**config.mk**
```make
export PLATFORM = sky130hd
export DESIGN_NAME = gc9a01_spi_receiver_flat
export DESIGN_NICKNAME = d
export VERILOG_FILES = /design/src/rtl/gc9a01_spi_receiver_if.sv /design/src/rtl/gc9a01_spi_receiver.sv /design/src/flat_wrapper.sv
export SDC_FILE = /design/constraint.sdc
export NUM_CORES = 1
export LEC_CHECK = 0
export ABC_AREA = 1
export CAP_MARGIN = 20
export CORE_MARGIN = 8
export CORE_UTILIZATION = 50
export CTS_BUF_LIST = sky130_fd_sc_hd__clkbuf_4 sky130_fd_sc_hd__clkbuf_8
export DETAILED_ROUTE_END_ITERATION = 12
export GPL_TIMING_DRIVEN = 0
export PLACE_DENSITY = 0.73
export RECOVER_POWER = 50
export SLEW_MARGIN = 25
export SYNTH_ARGS = -nofsm -noshare
export SYNTH_HDL_FRONTEND = slang
export SYNTH_SLANG_ARGS = --single-unit
```
**constraint.sdc**
```tcl
create_clock -name clk -period 1.9 [get_ports clk]
set_clock_uncertainty 0.15 [all_clocks]
set_input_delay 0.38 -clock clk [delete_from_list [all_inputs] [get_ports clk]]
set_output_delay 0.38 -clock clk [all_outputs]
set_load 0.02 [all_outputs]
```
**src/rtl/gc9a01_spi_receiver_if.sv**
```systemverilog
// gc9a01_spi_receiver_if: 4-wire GC9A01 SPI link bundle.
// Driver side is the master, panel side the slave.
interface gc9a01_spi_receiver_if;
    logic spi_clk;
    logic spi_mosi;
    logic spi_cs_n;
    logic lcd_dc;

    modport master (
        output spi_clk,
        output spi_mosi,
        output spi_cs_n,
        output lcd_dc
    );

    modport slave (
        input spi_clk,
        input spi_mosi,
        input spi_cs_n,
        input lcd_dc
    );
endinterface

```
**src/rtl/gc9a01_spi_receiver.sv**
```systemverilog
// gc9a01_spi_receiver: panel-side SPI byte assembler and
// CASET/RASET/RAMWR/RAMWRC decoder producing RGB565 pixel writes.
module gc9a01_spi_receiver #(
    parameter int SCREEN_WIDTH  = 240,
    parameter int SCREEN_HEIGHT = 240
) (
    input  logic                       clk,
    input  logic                       reset_n,
    gc9a01_spi_receiver_if.slave       spi,
    output logic                       byte_valid,
    output logic [7:0]                 byte_data,
    output logic                       byte_is_data,
    output logic                       cmd_valid,
    output logic [7:0]                 cmd_code,
    output logic                       pix_valid,
    output logic [15:0]                pix_data,
    output logic [15:0]                pix_x,
    output logic [15:0]                pix_y,
    output logic                       frame_done,
    output logic [15:0]                pixel_count
);

    typedef enum logic [2:0] {
        D_IDLE,
        D_CASET,
        D_RASET,
        D_RAMWR,
        D_IGNORE
    } dec_state_t;

    localparam logic [15:0] X_END_RST = 16'(SCREEN_WIDTH - 1);
    localparam logic [15:0] Y_END_RST = 16'(SCREEN_HEIGHT - 1);

    localparam logic [7:0] CMD_CASET = 8'h2A;
    localparam logic [7:0] CMD_RASET = 8'h2B;
    localparam logic [7:0] CMD_RAMWR = 8'h2C;
    localparam logic [7:0] CMD_RAMWRC = 8'h3C;

    logic [1:0] sck_sync;
    logic [1:0] mosi_sync;
    logic [1:0] cs_sync;
    logic [1:0] dc_sync;
    logic       sck_dly;

    logic sck_rise;
    logic cs_n;
    logic mosi_s;
    logic dc_s;

    logic [2:0] bit_cnt;
    logic [6:0] shift_reg;
    logic       byte_pend;

    dec_state_t state;
    dec_state_t state_n;

    logic [1:0]  arg_idx;
    logic [1:0]  arg_idx_n;
    logic [7:0]  arg0;
    logic [7:0]  arg0_n;
    logic [7:0]  arg1;
    logic [7:0]  arg1_n;
    logic [7:0]  arg2;
    logic [7:0]  arg2_n;
    logic        hi_have;
    logic        hi_have_n;
    logic [7:0]  hi_byte;
    logic [7:0]  hi_byte_n;

    logic [15:0] x_start;
    logic [15:0] x_start_n;
    logic [15:0] x_end;
    logic [15:0] x_end_n;
    logic [15:0] y_start;
    logic [15:0] y_start_n;
    logic [15:0] y_end;
    logic [15:0] y_end_n;
    logic [15:0] x_cur;
    logic [15:0] x_cur_n;
    logic [15:0] y_cur;
    logic [15:0] y_cur_n;

    logic        cmd_valid_n;
    logic [7:0]  cmd_code_n;
    logic        pix_valid_n;
    logic [15:0] pix_data_n;
    logic [15:0] pix_x_n;
    logic [15:0] pix_y_n;
    logic        frame_done_n;
    logic [15:0] pixel_count_n;

    // Equal-depth synchronisers keep clock, data, select and dc aligned.
    always_ff @(posedge clk) begin
        if (!reset_n) begin
            sck_sync  <= 2'b00;
            mosi_sync <= 2'b00;
            cs_sync   <= 2'b11;
            dc_sync   <= 2'b00;
            sck_dly   <= 1'b0;
        end else begin
            sck_sync  <= {sck_sync[0], spi.spi_clk};
            mosi_sync <= {mosi_sync[0], spi.spi_mosi};
            cs_sync   <= {cs_sync[0], spi.spi_cs_n};
            dc_sync   <= {dc_sync[0], spi.lcd_dc};
            sck_dly   <= sck_sync[1];
        end
    end

    assign sck_rise = sck_sync[1] & ~sck_dly;
    assign cs_n     = cs_sync[1];
    assign mosi_s   = mosi_sync[1];
    assign dc_s     = dc_sync[1];

    // Shift MSB-first bits; a full byte is reported one cycle later.
    always_ff @(posedge clk) begin
        if (!reset_n) begin
            bit_cnt      <= 3'd0;
            shift_reg    <= 7'd0;
            byte_pend    <= 1'b0;
            byte_valid   <= 1'b0;
            byte_data    <= 8'd0;
            byte_is_data <= 1'b0;
        end else begin
            byte_valid <= byte_pend;
            byte_pend  <= 1'b0;
            if (cs_n) begin
                bit_cnt   <= 3'd0;
                shift_reg <= 7'd0;
            end else if (sck_rise) begin
                shift_reg <= {shift_reg[5:0], mosi_s};
                bit_cnt   <= bit_cnt + 3'd1;
                if (bit_cnt == 3'd7) begin
                    byte_data    <= {shift_reg, mosi_s};
                    byte_is_data <= dc_s;
                    byte_pend    <= 1'b1;
                end
            end
        end
    end

    // Decoder state register.
    always_ff @(posedge clk) begin
        if (!reset_n) begin
            state <= D_IDLE;
        end else begin
            state <= state_n;
        end
    end

    // Decoder next state, window/address update and pixel outputs.
    always_comb begin
        state_n       = state;
        arg_idx_n     = arg_idx;
        arg0_n        = arg0;
        arg1_n        = arg1;
        arg2_n        = arg2;
        hi_have_n     = hi_have;
        hi_byte_n     = hi_byte;
        x_start_n     = x_start;
        x_end_n       = x_end;
        y_start_n     = y_start;
        y_end_n       = y_end;
        x_cur_n       = x_cur;
        y_cur_n       = y_cur;
        cmd_valid_n   = 1'b0;
        cmd_code_n    = cmd_code;
        pix_valid_n   = 1'b0;
        pix_data_n    = pix_data;
        pix_x_n       = pix_x;
        pix_y_n       = pix_y;
        frame_done_n  = 1'b0;
        pixel_count_n = pixel_count;

        if (byte_pend && !byte_is_data) begin
            cmd_valid_n = 1'b1;
            cmd_code_n  = byte_data;
            arg_idx_n   = 2'd0;
            hi_have_n   = 1'b0;
            unique case (byte_data)
                CMD_CASET:  state_n = D_CASET;
                CMD_RASET:  state_n = D_RASET;
                CMD_RAMWR: begin
                    state_n       = D_RAMWR;
                    x_cur_n       = x_start;
                    y_cur_n       = y_start;
                    pixel_count_n = 16'd0;
                end
                CMD_RAMWRC: state_n = D_RAMWR;
                default:    state_n = D_IGNORE;
            endcase
        end else if (byte_pend) begin
            unique case (state)
                D_CASET, D_RASET: begin
                    arg_idx_n = arg_idx + 2'd1;
                    unique case (arg_idx)
                        2'd0: arg0_n = byte_data;
                        2'd1: arg1_n = byte_data;
                        2'd2: arg2_n = byte_data;
                        default: begin
                            if (state == D_CASET) begin
                                x_start_n = {arg0, arg1};
                                x_end_n   = {arg2, byte_data};
                            end else begin
                                y_start_n = {arg0, arg1};
                                y_end_n   = {arg2, byte_data};
                            end
                            state_n   = D_IGNORE;
                            arg_idx_n = 2'd0;
                        end
                    endcase
                end
                D_RAMWR: begin
                    if (!hi_have) begin
                        hi_have_n = 1'b1;
                        hi_byte_n = byte_data;
                    end else begin
                        hi_have_n    = 1'b0;
                        pix_valid_n  = 1'b1;
                        pix_data_n   = {hi_byte, byte_data};
                        pix_x_n      = x_cur;
                        pix_y_n      = y_cur;
                        frame_done_n = (x_cur == x_end) && (y_cur == y_end);
                        if (pixel_count != 16'hFFFF) begin
                            pixel_count_n = pixel_count + 16'd1;
                        end
                        if (x_cur == x_end) begin
                            x_cur_n = x_start;
                            if (y_cur == y_end) begin
                                y_cur_n = y_start;
                            end else begin
                                y_cur_n = y_cur + 16'd1;
                            end
                        end else begin
                            x_cur_n = x_cur + 16'd1;
                        end
                    end
                end
                default: ;
            endcase
        end else if (cs_n) begin
            // Driver drops CS between bursts; an orphan high byte is stale.
            hi_have_n = 1'b0;
        end
    end

    // Decoder datapath and registered outputs.
    always_ff @(posedge clk) begin
        if (!reset_n) begin
            arg_idx     <= 2'd0;
            arg0        <= 8'd0;
            arg1        <= 8'd0;
            arg2        <= 8'd0;
            hi_have     <= 1'b0;
            hi_byte     <= 8'd0;
            x_start     <= 16'd0;
            x_end       <= X_END_RST;
            y_start     <= 16'd0;
            y_end       <= Y_END_RST;
            x_cur       <= 16'd0;
            y_cur       <= 16'd0;
            cmd_valid   <= 1'b0;
            cmd_code    <= 8'd0;
            pix_valid   <= 1'b0;
            pix_data    <= 16'd0;
            pix_x       <= 16'd0;
            pix_y       <= 16'd0;
            frame_done  <= 1'b0;
            pixel_count <= 16'd0;
        end else begin
            arg_idx     <= arg_idx_n;
            arg0        <= arg0_n;
            arg1        <= arg1_n;
            arg2        <= arg2_n;
            hi_have     <= hi_have_n;
            hi_byte     <= hi_byte_n;
            x_start     <= x_start_n;
            x_end       <= x_end_n;
            y_start     <= y_start_n;
            y_end       <= y_end_n;
            x_cur       <= x_cur_n;
            y_cur       <= y_cur_n;
            cmd_valid   <= cmd_valid_n;
            cmd_code    <= cmd_code_n;
            pix_valid   <= pix_valid_n;
            pix_data    <= pix_data_n;
            pix_x       <= pix_x_n;
            pix_y       <= pix_y_n;
            frame_done  <= frame_done_n;
            pixel_count <= pixel_count_n;
        end
    end

endmodule

```
**src/flat_wrapper.sv**
```systemverilog
// flat-port wrapper written by rule: the top's interface ports become plain ports
module gc9a01_spi_receiver_flat 
#(
    parameter int SCREEN_WIDTH  = 240,
    parameter int SCREEN_HEIGHT = 240
)
  (clk, reset_n, byte_valid, byte_data, byte_is_data, cmd_valid, cmd_code, pix_valid, pix_data, pix_x, pix_y, frame_done, pixel_count, spi_spi_clk, spi_spi_mosi, spi_spi_cs_n, spi_lcd_dc);
  gc9a01_spi_receiver_if spi_i ();
  input  logic clk;
  input  logic reset_n;
  output logic byte_valid;
  output logic [7:0] byte_data;
  output logic byte_is_data;
  output logic cmd_valid;
  output logic [7:0] cmd_code;
  output logic pix_valid;
  output logic [15:0] pix_data;
  output logic [15:0] pix_x;
  output logic [15:0] pix_y;
  output logic frame_done;
  output logic [15:0] pixel_count;
  input wire logic [$bits(spi_i.spi_clk)-1:0] spi_spi_clk;
  input wire logic [$bits(spi_i.spi_mosi)-1:0] spi_spi_mosi;
  input wire logic [$bits(spi_i.spi_cs_n)-1:0] spi_spi_cs_n;
  input wire logic [$bits(spi_i.lcd_dc)-1:0] spi_lcd_dc;
  assign spi_i.spi_clk = spi_spi_clk;
  assign spi_i.spi_mosi = spi_spi_mosi;
  assign spi_i.spi_cs_n = spi_spi_cs_n;
  assign spi_i.lcd_dc = spi_lcd_dc;
  gc9a01_spi_receiver #(.SCREEN_WIDTH(SCREEN_WIDTH), .SCREEN_HEIGHT(SCREEN_HEIGHT)) u_core (.clk(clk), .reset_n(reset_n), .spi(spi_i), .byte_valid(byte_valid), .byte_data(byte_data), .byte_is_data(byte_is_data), .cmd_valid(cmd_valid), .cmd_code(cmd_code), .pix_valid(pix_valid), .pix_data(pix_data), .pix_x(pix_x), .pix_y(pix_y), .frame_done(frame_done), .pixel_count(pixel_count));
endmodule
```
### After elaboration in Yosys (flattened, before gate mapping)

Index checks and enable logic that the tools add are counted.
Widths: inputs -> output; s select.

| storage, ports and cells | value |
|---|---|
| flip-flop bits (word level) | 239 |
| output and inout port bits | 85 |

| cells by class | value |
|---|---|
| add/subtract/negate cells | 5 |
| eq/ne operators | 16 |
| mux-type cells | 32 |
| bitwise operators | 11 |
| reductions and logical operators | 33 |

Operator list:

| operator | number |
|---|---|
| $mux 16 | 19 |
| $add 16x1->16 const B | 3 |
| $eq 16x16->1 | 2 |
| $eq 8x6->1 const B | 4 |
| $reduce_and 4->1 | 6 |
| $reduce_and 5->1 | 4 |
| $ne 16x16->1 const B | 1 |
| $reduce_bool 2->1 | 7 |
| $mux 3 | 4 |
| $not 1->1 | 10 |
| $pmux 3 s3 | 1 |
| $reduce_or 2->1 | 4 |
| $mux 1 | 7 |
| $eq 3x2->1 const B | 2 |
| $reduce_and 3->1 | 2 |
| $reduce_or 3->1 | 2 |
| $reduce_or 5->1 | 1 |
| $ne 2x2->1 const B | 2 |
| $reduce_and 2->1 | 2 |
| $reduce_or 4->1 | 1 |
| $add 3x1->3 const B | 1 |
| $eq 3x1->1 const B | 1 |
| $eq 3x3->1 const B | 1 |
| $add 2x1->2 const B | 1 |
| other kinds (8) | 9 |

### Logic depth before layout (Yosys ltp)

| depth | value |
|---|---|
| word-level depth | 7 |
| mapped depth | 14 |
| depth with buffers taken out | 12 |

### Worst setup path after synthesis

OpenSTA, ideal clock, no wires.

| timing path | value |
|---|---|
| kind | register to register |
| start | reg u_core.pixel_count[1] |
| end | reg u_core.pixel_count[13] |
| setup time | 128 ps |
| arrival | 1710 ps |
| data required time | 1622 ps |
| path slack | -88 ps |
| stages on the path, launching flop included | 12 |
| path buffers | 1 |
| path through | dfxtp_1 -> ha_1 -> nand3_1 -> nor2_1 -> nand2_1 -> clkinv_1 -> nand3_2 -> nand2_2 -> buf_2 -> nor3_1 -> a21oi_1 -> nor2_1 |

| between the ends | value |
|---|---|
| word-level cells in the longest chain between the ends | 6 |

Ends and longest elaborated chain:

| what | line | text |
|---|---|---|
| from (decl) | gc9a01_spi_receiver.sv:20 | `output logic [15:0] pixel_count` |
| from (signal assigned) | gc9a01_spi_receiver.sv:289 | `pixel_count <= pixel_count_n;` |
| $add 16x1->16 | gc9a01_spi_receiver.sv:224 | `pixel_count_n = pixel_count + 16'd1;` |
| $mux 16 | gc9a01_spi_receiver.sv:223 | `if (pixel_count != 16'hFFFF) begin` |
| $mux 16 | gc9a01_spi_receiver.sv:213 | `if (!hi_have) begin` |
| $mux 16 | gc9a01_spi_receiver.sv:192 | `unique case (state)` |
| $mux 16 | gc9a01_spi_receiver.sv:191 | `end else if (byte_pend) begin` |
| $mux 16 | gc9a01_spi_receiver.sv:174 | `if (byte_pend && !byte_is_data) begin` |

Several ways; a longest one is shown, not always the timed one. The select of a mux whose other input is x is not followed.
A chain may end at the register's enable or synchronous reset.

### Worst setup path after layout

| timing path | value |
|---|---|
| start | reg u_core.x_cur[0] |
| end | reg u_core.y_cur[8] |

| between the ends | value |
|---|---|
| word-level cells in the longest chain between the ends | 3 |

Ends and longest elaborated chain:

| what | line | text |
|---|---|---|
| from (decl) | gc9a01_spi_receiver.sv:78 | `logic [15:0] x_cur;` |
| from (signal assigned) | gc9a01_spi_receiver.sv:280 | `x_cur <= x_cur_n;` |
| $eq 16x16->1 | gc9a01_spi_receiver.sv:226 | `if (x_cur == x_end) begin` |
| $reduce_bool 2->1 (no source line) | - |  |
| $reduce_and 5->1 (no source line) | - |  |
| to (signal assigned) | gc9a01_spi_receiver.sv:281 | `y_cur <= y_cur_n;` |
| to (decl) | gc9a01_spi_receiver.sv:80 | `logic [15:0] y_cur;` |

No other way between the ends.

==> results.yml <==
outcome:
  run_status: "finished, final reports clean"
setup_path:
  path_cells: "inv_2 -> nand2_1 -> nand2_1 -> nor2_1 -> nand2_1 -> nor2_4 -> nand2_4 -> a21oi_4 -> buf_12 -> buf_12 -> nand2_1 -> and2_1"
  crit_top_cell: "nand2_1"
  cp_peak_stage_delay_ns: 0.38
  worstSetupEndpointType: "flip-flop"
  worst_ep_arrival_time_ns: 2.18
  crit_buf_inv: 3
  cp_max_fo: 7
  criticalPathCategory: "flip-flop to flip-flop"
  critPathRequiredTime_ns: 2.18
  worst_path_dominant_cell_family: "simple AND/OR/NAND/NOR gates"
  critical_path.slowest_cell: "dfxtp_4"
  crit_path_start_kind: "flip-flop"
placed_design:
  placed_cells_incl_taps: 1770
  post-place-ws_ns: -0.418
  place.gp.congestion: 0.926
  hpwl_um: 22600
  port-buffer-count: 89
synth:
  ys_dominant_reg_cell: "dfxtp_1"
  synth_warnings: 0
  netlist_area_before_placement_um2: 10300
  average_cell_area_after_synthesis_um2: 7.32
  synth_seq_cells: 239
  synth_edf_count: 0
  share_of_the_synthesized_area_in_the_top_cell_type: 0.463
  synthesis.nets: 1426
  synthDominantAreaCellType: "dfxtp_1"
  syn_inst: 1411
  yosysUniqueCellTypes: 46
  yosysSeqAreaShare: 0.463
  synth_top_cells_by_area: "dfxtp_1 46%, nand2_1 10%, a21oi_1 8.6%"
  synthArstFlopShare: 0
clock_network:
  clockRootBuffer: "clkbuf_8"
  cts_buffers: 39
  cts_htree_levels: 2
  insertion_delay_ns: 0.56
  numClockSinks: 239
  cts.clk_slew.worst_paths_ns: 0.06
  tritoncts_clock_tree: "done"
  cts.hold.buffers_added: 0
  clockBufferDepth: 3
grt:
  antenna_found_initial: 0
  met3_usage: 0.0576
  global_route_wire_length_before_repair_um: 49900
  via_count_of_the_first_global_routing_pass: 9397
  grt_start_max_net_pins: 11
  overflow: 0
  gr-usage-met1: 0.312
  track_usage: 0.241
  grt_use_met2: 0.379
  global_route.peak_usage_layer: "met2"
routing:
  routed-via-count: 10242
  drt_iter0_drc: 828
  detail_route.drc_violations: 0
  drt_pass1_iterations: 6
  drt_wl_total_um: 32700
  detail_route.vias_per_cell: 5.42
  post_drt_wl_per_cell_um: 17.3
  route.antenna.remaining_nets: 0
pwr:
  pwr-share-clk: 0.473
  cellPowerDensity_nw_per_um2: 738
  p_seq_frac: 0.507
  internal_power_uw: 7660
  share_comb_of_total_power: 0.020
  power.leakage_uw: 0.00561
  switching_power_uw: 2210
  sw_frac_of_total: 0.224
  ir_worst_vdd_uv: 627
floorplan:
  die_area_um2: 25500
  die-height_um: 160
  placeableCoreArea_um2: 20200
  dieWidth_um: 160
  fp-row-count: 52
  initial_core_util: 0.510
  pin_count: 91
timing:
  final-max-slew-violation-count: 0
  finalHoldViolations: 0
  hold-worst-slack_ns: 0.0951
  max_freq_mhz: 527
  worst_slew_pin_slew_ns: 0.877
  setup_slack_ns: 0.000874
  slew_headroom: 0.415
  grt_setup_unrepaired: "true"
  period_needed_ns: 1.90
  setup_violations: 0
  post-route-period-util: 1.00
final_layout:
  finish.net_count: 1605
  drive_gt1_frac: 0.210
  layout-area-overhead-vs-synth_pct: 29.6
  final_cell_count_no_fill: 1888
  antennaDiodeCount: 0
worst_hold_path:
  min_path_type: "input port to flip-flop"
flow_run:
  cap_violations: 0
==> power by group through the flow <==
| stage | Clock, µW | Combinational, µW | Sequential [µW] |
|---|---|---|---|
| 2_1_floorplan | 0 | 105 | 5130 |
| 3_3_place_gp | 0 | 180 | 5140 |
| 4_1_cts | 4710 | 184 | 5020 |
| 3_5_place_dp | 0 | 181 | 5140 |
| 6_report | 4670 | 201 | 5000 |
| 5_1_grt | 4950 | 216 | 5000 |
==> cell usage after synthesis, types with 3 or more instances <==
library cell	number
nand2_2	4
nand3_1	101
clkinv_1	3
nor3_1	9
inv_2	22
nor2_2	5
nand3_2	4
a21oi_1	177
ha_1	9
nand3b_1	4
inv_1	134
nand2_4	3
o21ai_0	118
o211ai_1	14
a211oi_1	3
nand4_1	17
or2_2	3
buf_4	3
nand2_1	279
buf_2	23
nor4_1	4
nor2_4	3
buf_1	4
dfxtp_1	239
xor2_1	23
clkbuf_1	43
xnor2_1	3
and2_1	5
o21ai_1	22
nor2_1	110
==> final timing paths <==
check / start / endpoint / slack [ns] / cells past startpoint
setup / recovery: u_core.x_cur[0] / u_core.y_cur[8] / 0.0009 / 12
hold / removal: reset_n / u_core.byte_valid / 0.1 / 3
setup reg to reg: u_core.x_cur[0] / u_core.y_cur[8] / 0.0009 / 12
hold reg to reg: u_core.cs_sync[0] / u_core.cs_sync[1] / 0.26 / 1
==> cells in the final DEF (no fill, tap or decap), drive strengths merged <==
| master | Yosys | final |
|---|---|---|
| a211oi | 3 | 3 |
| a21boi | 1 | 1 |
| a21oi | 180 | 180 |
| a31o | 1 | 1 |
| a31oi | 1 | 1 |
| and2 | 5 | 5 |
| buf | 31 | 79 |
| clkbuf | 45 | 116 |
| clkdlybuf4s15 | 0 | 12 |
| clkdlybuf4s50 | 0 | 4 |
| clkinv | 3 | 4 |
| clkinvlp | 0 | 3 |
| dfxtp | 239 | 239 |
| dlygate4sd2 | 0 | 67 |
| ha | 9 | 9 |
| inv | 157 | 158 |
| nand2 | 286 | 286 |
| nand3 | 105 | 105 |
| nand3b | 4 | 4 |
| nand4 | 17 | 17 |
| nor2 | 118 | 118 |
| nor3 | 11 | 11 |
| nor3b | 3 | 3 |
| nor4 | 6 | 6 |
| o211ai | 14 | 14 |
| o21ai | 141 | 141 |
| o21bai | 1 | 1 |
| or2 | 4 | 4 |
| xnor2 | 3 | 3 |
| xor2 | 23 | 23 |
==> worst min-delay path, delay by kind of cell <==
| family | cells | cell delay [ns] |
|---|---|---|
| and+or+nand+nor | 1 | 0.15 |
| buffers and inverters | 2 | 0.21 |
==> cells by family (layout without fill, tap and decap cells) <==
group | count (synthesis) | count (layout) | synth area share
simple gates | 559 | 559 | 0.240
compound gates | 342 | 342 | 0.173
flops | 239 | 239 | 0.463
buf+inv | 236 | 443 | 0.0909
xor+xnor | 26 | 26 | 0.0220
fa+ha+maj | 9 | 9 | 0.0109
==> layer usage <==
layer / up-vias / wire [µm] / part of all wire
met5: - / 0 / 0
met4: 0 / 1190 / 0.036
met3: 80 / 3030 / 0.093
met2: 452 / 14800 / 0.45
met1: 4732 / 13800 / 0.42
li1: 4978 / - / -
==> repair_timing <==
action | 4_1_cts | 5_1_grt
gates resized for setup | 187 | 184
cloned | 1 | 2
endpoints found under the setup margin | 240 | 163
endpoints found under the hold margin | 0 | 0
setup buffers | 15 | 32
pin swaps | 7 | 29
==> final cells by class <==
cell class	count	area, µm²
inverters	160	628
plain buffers	75	477
flip-flops and latches	239	4880
repair buffers	139	1240
clock buffers	64	787
well taps	270	338
multi-input cells	936	5000
fillers	1692	6850
clock inverters	5	32.5
==> through the flow <==
stage	utilization	setup TNS (ns)	area [µm²]	power (µW)
after floorplan	-	0	10300	5240
after global placement	0.571	-32.73	11600	5320
after detailed placement	0.571	-32.54	11600	5320
after CTS	0.627	-0.00500	12700	9920
after global routing	0.661	-2.23	13400	10200
final	0.661	0	13400	9870
Power figures use the tool's default switching activity.
